==> src/rtl/kvs_cmd_arbiter.sv <==
// Two-requester command arbiter for the KVS kernel, with in-order response routing.
// Define KVS_ARB_FIXED_PRIO_EN for fixed priority (requester 0 wins); default is round-robin.
module kvs_cmd_arbiter #(
  parameter int MAX_OUTSTANDING = 8
) (
  input  logic                               clk,
  input  logic                               reset_n,
  input  logic                               req0_valid,
  output logic                               req0_ready,
  input  logic                               req0_search,
  input  logic [127:0]                       req0_key,
  input  logic [31:0]                        req0_value,
  input  logic                               req1_valid,
  output logic                               req1_ready,
  input  logic                               req1_search,
  input  logic [127:0]                       req1_key,
  input  logic [31:0]                        req1_value,
  output logic                               cmd_valid,
  output logic                               cmd_search,
  output logic                               cmd_update,
  output logic [127:0]                       cmd_key,
  output logic [31:0]                        cmd_value,
  input  logic                               cam_ready,
  input  logic                               cmd_full,
  input  logic                               ack,
  input  logic                               ack_hit,
  input  logic [15:0]                        ack_addr,
  input  logic [31:0]                        ack_value,
  output logic                               rsp0_valid,
  output logic                               rsp0_hit,
  output logic [15:0]                        rsp0_addr,
  output logic [31:0]                        rsp0_value,
  output logic                               rsp1_valid,
  output logic                               rsp1_hit,
  output logic [15:0]                        rsp1_addr,
  output logic [31:0]                        rsp1_value,
  output logic [$clog2(MAX_OUTSTANDING):0]   outstanding,
  output logic                               orphan_err
);

  localparam int AW = $clog2(MAX_OUTSTANDING);
  localparam logic [AW:0] MAX_CNT = (AW+1)'(MAX_OUTSTANDING);
  localparam logic [AW:0] ONE     = (AW+1)'(1);

  logic          can_issue;
  logic          pref1;
  logic          grant0;
  logic          grant1;
  logic          accept;
  logic          accept_id;
  logic          pop;
  logic          pop_tag;
  logic          tag_mem [MAX_OUTSTANDING];
  logic [AW-1:0] wr_ptr;
  logic [AW-1:0] rd_ptr;

  // can_issue looks only at the registered count, so an ack never frees a slot in its own cycle
  assign can_issue = cam_ready & ~cmd_full & (outstanding < MAX_CNT);

`ifdef KVS_ARB_FIXED_PRIO_EN
  assign pref1 = 1'b0;
`else
  logic last_grant;

  always_ff @(posedge clk or negedge reset_n) begin
    if (!reset_n) begin
      last_grant <= 1'b1;
    end else if (accept) begin
      last_grant <= accept_id;
    end
  end

  assign pref1 = ~last_grant;
`endif

  assign grant0     = req0_valid & (~req1_valid | ~pref1);
  assign grant1     = req1_valid & ~grant0;
  assign req0_ready = grant0 & can_issue;
  assign req1_ready = grant1 & can_issue;
  assign accept     = (grant0 | grant1) & can_issue;
  assign accept_id  = grant1;

  assign pop     = ack & (outstanding != '0);
  assign pop_tag = tag_mem[rd_ptr];

  always_ff @(posedge clk) begin
    if (accept) begin
      tag_mem[wr_ptr] <= accept_id;
    end
  end

  always_ff @(posedge clk or negedge reset_n) begin
    if (!reset_n) begin
      wr_ptr      <= '0;
      rd_ptr      <= '0;
      outstanding <= '0;
      orphan_err  <= 1'b0;
    end else begin
      if (accept) begin
        wr_ptr <= wr_ptr + 1'b1;
      end
      if (pop) begin
        rd_ptr <= rd_ptr + 1'b1;
      end
      case ({accept, pop})
        2'b10:   outstanding <= outstanding + ONE;
        2'b01:   outstanding <= outstanding - ONE;
        default: outstanding <= outstanding;
      endcase
      if (ack && outstanding == '0) begin
        orphan_err <= 1'b1;
      end
    end
  end

  // Command stage: one-cycle pulse per acceptance, fields hold between pulses
  always_ff @(posedge clk or negedge reset_n) begin
    if (!reset_n) begin
      cmd_valid  <= 1'b0;
      cmd_search <= 1'b0;
      cmd_update <= 1'b0;
      cmd_key    <= '0;
      cmd_value  <= '0;
    end else begin
      cmd_valid <= accept;
      if (accept) begin
        cmd_search <= accept_id ? req1_search : req0_search;
        cmd_update <= accept_id ? ~req1_search : ~req0_search;
        cmd_key    <= accept_id ? req1_key : req0_key;
        cmd_value  <= accept_id ? req1_value : req0_value;
      end
    end
  end

  // Response stage: route the ack to the requester at the head of the tag FIFO
  always_ff @(posedge clk or negedge reset_n) begin
    if (!reset_n) begin
      rsp0_valid <= 1'b0;
      rsp0_hit   <= 1'b0;
      rsp0_addr  <= '0;
      rsp0_value <= '0;
      rsp1_valid <= 1'b0;
      rsp1_hit   <= 1'b0;
      rsp1_addr  <= '0;
      rsp1_value <= '0;
    end else begin
      rsp0_valid <= pop & ~pop_tag;
      rsp1_valid <= pop & pop_tag;
      if (pop && !pop_tag) begin
        rsp0_hit   <= ack_hit;
        rsp0_addr  <= ack_addr;
        rsp0_value <= ack_value;
      end
      if (pop && pop_tag) begin
        rsp1_hit   <= ack_hit;
        rsp1_addr  <= ack_addr;
        rsp1_value <= ack_value;
      end
    end
  end

endmodule

==> config.mk <==
export PLATFORM = sky130hd
export DESIGN_NAME = kvs_cmd_arbiter
export DESIGN_NICKNAME = d
export VERILOG_FILES = /design/src/rtl/kvs_cmd_arbiter.sv
export SDC_FILE = /design/constraint.sdc
export NUM_CORES = 1
export LEC_CHECK = 0
export ABC_AREA = 0
export CAP_MARGIN = 20
export CORE_AREA = 5 5 248 250
export CTS_CLUSTER_DIAMETER = 50
export DETAILED_ROUTE_END_ITERATION = 12
export DIE_AREA = 0 0 253 255
export MAX_ROUTING_LAYER = met4
export PLACE_DENSITY = 0.45
export SLEW_MARGIN = 40
export SYNTH_ARGS = -nofsm -noshare
export SYNTH_HDL_FRONTEND = slang
export SYNTH_SLANG_ARGS = --single-unit
==> constraint.sdc <==
create_clock -name clk -period 6.28 [get_ports clk]
set_input_delay 0.942 -clock clk [delete_from_list [all_inputs] [get_ports clk]]
set_output_delay 0.942 -clock clk [all_outputs]
set_load 0.02 [all_outputs]
## Word-level counts from Yosys, hierarchy flattened

Memory sizes are Yosys's and may differ from the RTL's.
Index checks and enable logic that the tools add are counted.

- Add/subtract/negate cells: 4
- Order comparisons: 1
- Equal/unequal tests: 2
- Mux-type cells: 7
- Bitwise operators: 18
- Reductions and logical operators: 7

Operators by type and width:

| cell | count |
|---|---|
| 2-to-1 mux 128 bit | 1 |
| 2-to-1 mux 32 bit | 1 |
| bitwise AND 1 bit | 10 |
| one-hot mux 4 bit (2 select lines) | 1 |
| adder 3 x 1 -> 3 bit (second input constant) | 2 |
| inverter 1 bit | 6 |
| adder 4 x 1 -> 4 bit (second input constant) | 1 |
| zero test 4 bit | 1 |
| less-than comparator 4 bit (second input constant) | 1 |
| 2-to-1 mux 1 bit | 4 |
| nonzero test 4 bit | 1 |
| subtractor 4 x 1 -> 4 bit (second input constant) | 1 |
| logical AND 1 bit | 3 |
| equality test 2 x 1 -> 1 bit (second input constant) | 1 |
| equality test 2 bit (second input constant) | 1 |
| bitwise OR 1 bit | 2 |
| nonzero test 2 bit | 1 |
| zero test 1 bit | 1 |

- Register bits after elaboration: 275
- RAM bits: 8
- Input bits: 378
- Output and inout bits: 270
- Memories kept: 1

Memories:

| memory | depth | width | rd ports | clocked after Yosys merged registers in | write ports | RTL line | RTL |
|---|---|---|---|---|---|---|---|
| tag_mem | 8 | 1 | 1 | 0 | 1 | 53 | `logic tag_mem [MAX_OUTSTANDING];` |

## Depth between registers and ports, before layout

- Depth after elaboration: 9
- Gate-level depth with buffers: 10

## Worst setup path before layout

No wires, ideal clock.

- Kind: input port to flip-flop
- From: input port cam_ready
- To: register outstanding[2]
- Arrival time: 2.945 ns
- Data required time: 6.199 ns
- Path slack: 3.254 ns
- Stages: 10
- Buffers on the path: 2
- Path through: nor3b_1 o21ai_1 clkbuf_1 clkbuf_1 ha_1 xor2_1 ha_1 a311oi_1 mux2i_1 xnor2_1

- Cells in the longest elaborated chain, start to end: 5
- Elaborated cells between the ends (all ways): 7
- Those cells by class: eq/ne (2); mux (1); bitwise (3); reduce/logical (1)

RTL lines:

| what | RTL line | RTL |
|---|---|---|
| start: declaration | 23 | `input logic cam_ready,` |
| bitwise AND 1 bit * (2 in a row) | 58 | `assign can_issue = cam_ready & ~cmd_full & (outstanding < MAX_CNT);` |
| bitwise AND 1 bit * | 80 | `assign accept = (grant0 \| grant1) & can_issue;` |
| equality test 2 x 1 -> 1 bit or equality test 2 bit (tied branches) | 105 | `case ({accept, pop})` |
| one-hot mux 4 bit (2 select lines) or nonzero test 2 bit (tied branches) | - |  |
| end signal: assignment | 106 | `2'b10: outstanding <= outstanding + ONE;` |
| end signal: assignment | 107 | `2'b01: outstanding <= outstanding - ONE;` |
| end signal: assignment | 108 | `default: outstanding <= outstanding;` |
| end: declaration | 37 | `output logic [$clog2(MAX_OUTSTANDING):0] outstanding,` |

Mark *: on every way between the ends. The rest lies on a longest branch, timed or not.
A chain may end at the register's enable or synchronous reset.

## Worst setup path after layout

- From: input port cam_ready
- To: output port req1_ready

- Cells in the longest elaborated chain, start to end: 3

RTL lines:

| what | RTL line | RTL |
|---|---|---|
| bitwise AND 1 bit (2 in a row) | 58 |  |
| bitwise AND 1 bit | 79 | `assign req1_ready = grant1 & can_issue;` |
| end: declaration | 14 | `output logic req1_ready,` |

Every way passes these cells.

==> flow_metrics.tcl <==
set metrics [dict create \
    path_max_fanout 2 \
    drt_iter0_markers 376 \
    max_stage_delay_ns 0.61 \
    drc 0 \
    crit_arrival_ns 2.67 \
    cts.sinks 283 \
    wl_met1_um 18300 \
    syn_inst 1005 \
    tns_ns 0 \
    synth.area.top_cells "dfrtp_1 57%, mux2i_1 14%, mux2_2 8.7%" \
    p_leak_nw 8.90 \
    start_util_pct 20.6 \
    fin_crit_sh_pct 57.5 \
    first_pass_iters 4 \
    dp_hpwl_um 37600 \
    cts_tree "built" \
    grtUsageTotal_pct 14.8 \
    place_congestion 0.820 \
    antenna_found_initial 3 \
    path_clk_slew_ns 0.06 \
    highest_layer "met4" \
    hold_viol_final 0 \
    cap_violations 0 \
    fin_util_pct 35.8 \
    design.core.area_mm2 0.0588 \
    worst_ir_drop_vdd_v 0.000285 \
    outcome "complete, no violations" \
    grt_max_degree 206 \
    required_ns 5.34 \
    yosysWarnings 0 \
    drive_gt1_share_pct 11.7 \
    die_area_mm2 0.0645 \
    crit_path_end_kind "primary output" \
    n_fill_cell 5925 \
    synthDistinctLibCells 42 \
    path_class "input port to primary output" \
    yosysTopAreaCellShare_pct 56.5 \
    critPathSlowestCell "clkdlybuf4s50_1" \
    path_common_cell "clkdlybuf4s50_1" \
    hold_class "input port to async pin" \
    dr_wl_met3_um 4370 \
    synth_area_per_cell_um2 12.1 \
    post_drt_via_cell_ratio 4.05 \
    fin_crit_ns 3.61 \
    clock_latency_ns 0.55 \
    layout_setup_ws_ns 2.67 \
    cts_made_buffers 45 \
    syn-cell-area_mm2 0.0121 \
    place_ws_ns 2.69 \
    mostFrequentLayoutCells "646 x clkdlybuf4s50_1, 274 x dfrtp_1, 174 x nand2_1" \
    ys_seq_elements 283 \
    cts_resized 0 \
    totalWireLength_um 48600 \
    final_common_cell "clkdlybuf4s50_1" \
    path_cells "clkdlybuf4s50_1, nor3b_1, and2_1, clkdlybuf4s50_1" \
    htreeDepth 2 \
    synth-seq-area-share_pct 58.7 \
    syn_nets 1387 \
    clk_path_buf_depth 3 \
    overflow 0 \
    grt_setup_unrepaired "false" \
    grt_pass1_vias 10791 \
    relSlewSlack_pct 49.8 \
    vias 9948 \
    postCtsSetupRepairBufs 0 \
    final.setup_skew_ns 0.0138 \
    layout.nets 2028 \
    grt_pass1_wl_um 70100 \
    syn_to_final_growth_pct 73.7 \
    portBuffers 647 \
    met2_length_um 24900 \
    setup_violations 0 \
    rows 89 \
    slew_violations 0 \
    die_x_um 253 \
    ant_nets 0 \
    die_h_um 255 \
    power.density_mw_per_mm2 501 \
    synth_area_leader_cell "dfrtp_1" \
    start_kind "input port" \
    fmax_mhz 277 \
    wl_per_cell_um 19.8 \
    worst_pin_slew_ns 0.753 \
    cts-root-buf "clkbuf_16" \
    cts_hold_buf 0 \
    io_pins 648 \
]
logic make-up after synthesis:
family	count (synthesis)	share of synthesized area, %
flops	283	58.7
mux	265	22.9
simple gates	201	6.87
compound gates	173	7.50
buf+inv	71	3.01
xor+xnor	8	0.578
fa+ha+maj	4	0.413
critical path, delay by kind of cell:
family	cells	cell delay, ns
buf+inv	2	1.09
simple gates	2	0.63
area by class of cell:
cell class | instances | area [µm²] | share of cell area, %
sequential | 283 | 7120 | 33.8
timing repair buffer | 661 | 6720 | 31.9
multi-input combinational | 651 | 4680 | 22.2
clock buffer | 56 | 1250 | 5.93
tap | 773 | 967 | 4.59
clock inverter | 26 | 309 | 1.47
inverter | 4 | 15.0 | 0.0713
antenna | 5 | 12.5 | 0.0594
path summary, 6_finish.rpt:
path | startpoint | to | slack (ns) | cells after the start
min in group clk | orphan_err$_DFFE_PN0P_ | orphan_err$_DFFE_PN0P_ | 0.47 | 1
max in group asynchronous | reset_n | cmd_key[5]$_DFFE_PN0P_ | 4.89 | 2
max reg2reg | outstanding[3]$_DFFE_PN0P_ | outstanding[2]$_DFFE_PN0P_ | 3.66 | 9
min reg2reg | orphan_err$_DFFE_PN0P_ | orphan_err$_DFFE_PN0P_ | 0.47 | 1
min | reset_n | rsp0_addr[12]$_DFFE_PN0P_ | 0.30 | 1
max | cam_ready | req1_ready | 2.67 | 4
synth_stat cells, drive strengths merged:
master   number
a2bb2oi       1
dfstp         1
nand2       174
nand4         1
nor4bb        1
mux2i       165
dfrtp       274
xor2          3
a21oi         1
buf          43
nand3b        3
a21boi        1
o21a          1
mux2        100
and2          1
nor2b         1
nor3          2
o21ai       164
a21o          2
clkbuf       24
inv           4
xnor2         5
nor4          2
edfxtp        8
nand2b        2
o2bb2ai       1
nor3b         3
nor2          6
a311oi        1
ha            4
a31oi         1
nand3         1
or3b          2
nor4b         2
metrics by stage:
| stage | hold slack (ns) | area, µm² | total power, W | std cells |
|---|---|---|---|---|
| final | 0.303 | 21100 | 0.0106 | 2459 |
| after detailed placement | 0.469 | 19400 | 0.00812 | 2369 |
| after global placement | 0.445 | 19400 | 0.00808 | 2367 |
| after CTS | 0.288 | 21000 | 0.0108 | 2451 |
| after global routing | 0.298 | 21100 | 0.0112 | 2457 |
| after floorplan | 0.497 | 12100 | 0.00551 | 1005 |
layer usage:
layer	vias to the layer above	GRT usage (%)
met4	0	3.38
met5	-	-
met2	390	25.3
li1	4797	-
met1	4706	16.5
met3	55	5.67
flip-flops by register name, summed over array words and instances, names as in the netlist, 4 cells and up:
register and cells:
cmd_key 128, cmd_value 32, outstanding 4, rsp0_addr 16, rsp0_value 32, rsp1_addr 16
rsp1_value 32, tag_mem 8
where the power goes:
| group | leakage, nW | internal [W] | switching [W] |
|---|---|---|---|
| logic | 4.74 | 0.00237 | 0.00243 |
| registers | 3.41 | 0.00270 | 0.000503 |
| clock network | 0.751 | 0.00163 | 0.000924 |
| total | 8.90 | 0.00671 | 0.00386 |
(Power assumes the default switching activity.)
